$ cat config.mk
export PLATFORM = sky130hd
export DESIGN_NAME = dram_arbiter
export DESIGN_NICKNAME = d
export VERILOG_FILES = /design/src/rtl/dram_arbiter.sv
export SDC_FILE = /design/constraint.sdc
export NUM_CORES = 1
export LEC_CHECK = 0
export CAP_MARGIN = 0
export CORE_AREA = 2 2 97 99
export CTS_BUF_LIST = sky130_fd_sc_hd__clkbuf_2 sky130_fd_sc_hd__clkbuf_4 sky130_fd_sc_hd__clkbuf_8
export DETAILED_ROUTE_END_ITERATION = 6
export DIE_AREA = 0 0 99 101
export PLACE_DENSITY = 0.7
export SYNTH_ARGS = -nofsm -noshare
export SYNTH_HDL_FRONTEND = slang
export SYNTH_SLANG_ARGS = --single-unit
$ cat constraint.sdc
create_clock -name clock -period 1.8 [get_ports clock]
set_clock_uncertainty 0.1 [all_clocks]
set_input_delay 0.18 -clock clock [delete_from_list [all_inputs] [get_ports clock]]
set_output_delay 0.18 -clock clock [all_outputs]
set_load 0.01 [all_outputs]
$ cat src/rtl/dram_arbiter.sv
// dram_arbiter: shares the single-port data RAM between the pipeline (priority) and a DMA/debug port.
// Optional fairness (starvation counter with a forced DMA grant) is enabled by defining DRAM_ARB_FAIRNESS_EN.
module dram_arbiter #(
  parameter int ADDR_W       = 7,
  parameter int STARVE_LIMIT = 4
) (
  input  logic              clock,
  input  logic              reset,
  input  logic              p_req,
  input  logic              p_we,
  input  logic [31:0]       p_addr,
  input  logic [31:0]       p_wdata,
  output logic [31:0]       p_rdata,
  output logic              p_stall,
  input  logic              d_req,
  input  logic              d_we,
  input  logic [ADDR_W-1:0] d_addr,
  input  logic [31:0]       d_wdata,
  output logic              d_gnt,
  output logic              d_rvalid,
  output logic [31:0]       d_rdata,
  output logic [ADDR_W-1:0] ram_addr,
  output logic [31:0]       ram_wdata,
  output logic              ram_wre,
  input  logic [31:0]       ram_rdata,
  output logic [1:0]        arb_state
);
  typedef enum logic [1:0] {IDLE = 2'd0, PIPE = 2'd1, DMA = 2'd2, FORCED = 2'd3} state_e;
  state_e            state_q, state_d;
  logic              force_sel, dma_sel;
  logic              d_rvalid_q, d_rvalid_d;
  logic [31:0]       d_rdata_q, d_rdata_d;
  logic              unused_addr_bits;
  assign unused_addr_bits = ^{p_addr[31:ADDR_W+2], p_addr[1:0]};
`ifdef DRAM_ARB_FAIRNESS_EN
  localparam logic [3:0] LIMIT = 4'(STARVE_LIMIT);
  logic [3:0] starve_q, starve_d;
  assign force_sel = (starve_q == LIMIT);
  // Count cycles D is denied by P, saturating at the limit; any DMA grant clears it.
  always_comb begin
    starve_d = dma_sel ? 4'd0 : (d_req & p_req & ~force_sel) ? starve_q + 4'd1 : starve_q;
  end
  // Starvation counter register.
  always_ff @(posedge clock or negedge reset) begin
    if (!reset) starve_q <= 4'd0;
    else        starve_q <= starve_d;
  end
`else
  assign force_sel = 1'b0;
`endif
  assign dma_sel   = d_req & (~p_req | force_sel);
  assign d_gnt     = dma_sel;
  assign p_stall   = p_req & dma_sel;
  assign ram_addr  = dma_sel ? d_addr  : p_addr[ADDR_W+1:2];
  assign ram_wdata = dma_sel ? d_wdata : p_wdata;
  assign ram_wre   = dma_sel ? d_we    : (p_req & p_we);
  assign p_rdata   = (p_req & ~dma_sel) ? ram_rdata : 32'd0;
  // Next state and DMA read capture, both decided from this cycle's grant.
  always_comb begin
    state_d    = (dma_sel & p_req) ? FORCED : dma_sel ? DMA : p_req ? PIPE : IDLE;
    d_rvalid_d = dma_sel & ~d_we;
    d_rdata_d  = d_rvalid_d ? ram_rdata : d_rdata_q;
  end
  // State and read-response registers; reset drops any in-flight response.
  always_ff @(posedge clock or negedge reset) begin
    if (!reset) begin
      state_q    <= IDLE;
      d_rvalid_q <= 1'b0;
      d_rdata_q  <= 32'd0;
    end else begin
      state_q    <= state_d;
      d_rvalid_q <= d_rvalid_d;
      d_rdata_q  <= d_rdata_d;
    end
  end
  assign d_rvalid  = d_rvalid_q;
  assign d_rdata   = d_rdata_q;
  assign arb_state = state_q;
endmodule

==> metrics, run 1 <==
outcome complete, no violations; crit path max fanout 13; clock slew at reported path FFs ~60 ps; Lkg Pwr 1.854 nW; Avg Vias per Cell 4.278; slowest stage delay, CP 340 ps; first-pass GRT wire length between 10000 and 15000 um; fill count 820; CTS tree built; total core area 8977 um^2; Synth Warn # 0; Starting Density 0.2233; Seq/Total Area, Yosys 0.4370; Rel. slew slack 0.4769; commonest non-fill, non-tap cells in the layout 179 x clkdlybuf4s50_1, 71 x mux2_2, 35 x dfrtp_1; final hold vios 0; Clock Tree Buf Depth 2; #FFs+latches synth 35; Die Width between 90 and 100 um; vias approximately 2100; cells along the critical path dlygate4sd2_1 -> nand2b_4 -> buf_4 -> buf_12 -> mux2_2 -> clkdlybuf4s15_1; placed insts 484; register area approximately 900 um^2; Non-Filler Instances approximately 500; pin count of the biggest net entering global routing 36; CTS buffer count 5; Final Net Count around 530; multi-input logic area about 1000 um^2; endpoints failing setup 0; number of clock sinks 35; initial DRC count 40; Mapped Cells between 150 and 200; CP Launch Type primary input; DRT antenna net count 0; Residual DRC 0; syn_nets slightly below 300; number of port buffers approximately 220; antenna violations before repair 1; CP Data Required Time between 1500 and 2000 ps; Root Buffer clkbuf_8; insertion delay to the later sink of the worst-skew pair roughly 270 ps; H-tree depth 2; Netlist cell types 12; routed wire length 7777 um; Hold Crit Class in -> reg; CP bufs+invs 4; I/O pins 250; fin crit share 0.9638; Arrival @ worst endpoint 1450 ps; commonest non-fill, non-tap cell in the layout clkdlybuf4s50_1; Fmax achieved 576.4 MHz; slowest CP cell mux2_2; antenna cell count 0; Worst Tran Pin Value between 700 and 800 ps; Largest delay share family, worst path buffers and inverters; layout cells sized above 1 0.2597; hpwl dp 6433 um; Final Max Slew Viols 0; TritonRoute pass-1 iters 4; RePlAce Congestion 0.7432; vias in the first global route about 2300; PwrDens slightly above 600 nW/um^2; gr usage total 0.1471; Layout Area Growth over Synthesis 126.3%; Core Util, Final 0.5052; worst vdd ir roughly 250 uV; Die ar. about 10000 um^2; Max Cap Viol 0; minimum clock period ~1700 ps; RSZ-0062 raised after global routing false; critical path endpoint category output pin; Mapped Area 2004 um^2; Die Y a little over 100 um; per-cell routed wire length between 15 and 20 um; Rows 35; Mapped Avg Cell Area between 10 and 15 um^2; Remaining Overflow, GRT 0; CP Class in -> out
[cells by family (layout without fill, tap and decap cells)]
| group | after synthesis | in the layout | synth area share |
|---|---|---|---|
| muxes | 71 | 71 | 0.3989 |
| and+or+nand+nor | 34 | 34 | 0.1124 |
| buffers and inverters | 14 | 243 | 0.04556 |
| AOI/OAI and AO/OA | 1 | 1 | 0.004370 |
| DFF | 35 | 35 | 0.4370 |
| other | 1 | 1 | 0.001871 |
[final cells by class]
cell class | count | share of cell area
clock buffers | 6 | 0.01821
clock inverters | 1 | 0.001103
inverters | 1 | 0.0008276
multi-input cells | 107 | 0.2303
flip-flops and latches | 35 | 0.1931
well taps | 111 | 0.03062
repair buffers | 235 | 0.5258
[sequential cells by signal, indices dropped and copies added, names as in the netlist]
register   flops
arb_state      2
d_rdata       32
d_rvalid       1
[cell usage after synthesis (all sizes together)]
master / n / area, um^2
a22o: 1 / 8.760
and2: 32 / 200.2
buf: 9 / 72.57
clkbuf: 4 / 15.01
conb: 1 / 3.750
dfrtp: 35 / 875.8
inv: 1 / 3.750
mux2: 71 / 799.5
nand2b: 1 / 6.260
nor3b: 1 / 18.77
[per-layer routing]
layer | track usage | part of all wire
met1 | 0.1353 | 0.31
met2 | 0.2801 | 0.53
met3 | 0.06103 | 0.12
met4 | 0.06744 | 0.039
met5 | 0 | 0.0017
[worst paths after layout]
check                                        startpoint                      end  slack, ps  cells past startpoint
worst min register to register  d_rdata[31]$_DFFE_PN0P_  d_rdata[31]$_DFFE_PN0P_        400                      1
worst max register to register  d_rdata[21]$_DFFE_PN0P_  d_rdata[21]$_DFFE_PN0P_        940                      1
max in group asynchronous                         reset   d_rdata[0]$_DFFE_PN0P_        680                      2
worst max-delay path                              d_req             ram_wdata[4]         70                      6
min in group asynchronous                         reset  d_rdata[29]$_DFFE_PN0P_        430                      2
worst min-delay path                              p_req   arb_state[0]$_DFF_PN0_        160                      2
[metrics by stage]
step / hold WS, ps / power, mW / setup WS [ps] / instance area [um^2] / TNS, ps
2_1_floorplan: -215.6 / 1.413 / 449.9 / 2004 / 0
3_3_place_gp: 215.2 / 2.228 / -350.1 / 4363 / -21570
5_1_grt: 171.1 / 2.914 / 21.20 / 4536 / 0
6_report: 164.2 / 2.755 / 65.08 / 4536 / 0
3_5_place_dp: 222.2 / 2.244 / -356.1 / 4363 / -20740
4_1_cts: 295.8 / 2.812 / 23.10 / 4547 / 0
[what timing repair did]
item / in CTS / in global routing
buffers inserted: 3 / 0
endpoints found under the setup margin: 73 / 2
gates cloned: 2 / 0
resized for setup: 98 / 2
hold buffers: 1 / 0
hold endpoints to repair: 35 / 0
[power breakdown]
group          leakage (nW)  internal [mW]  total, mW  switching, mW
Clock                0.0470          0.300      0.553          0.254
Sequential            0.417          0.926      0.990         0.0635
Combinational          1.39          0.809       1.21          0.403
Total                  1.85           2.04       2.75          0.720
Note: power is estimated with default switching activity, not from simulation.
==> run 2: changes to the inputs <==
- CAP_MARGIN: 0 -> 20
==> results of run 2 <==
Final layout, timing and power as in run 1 (identical DEF).
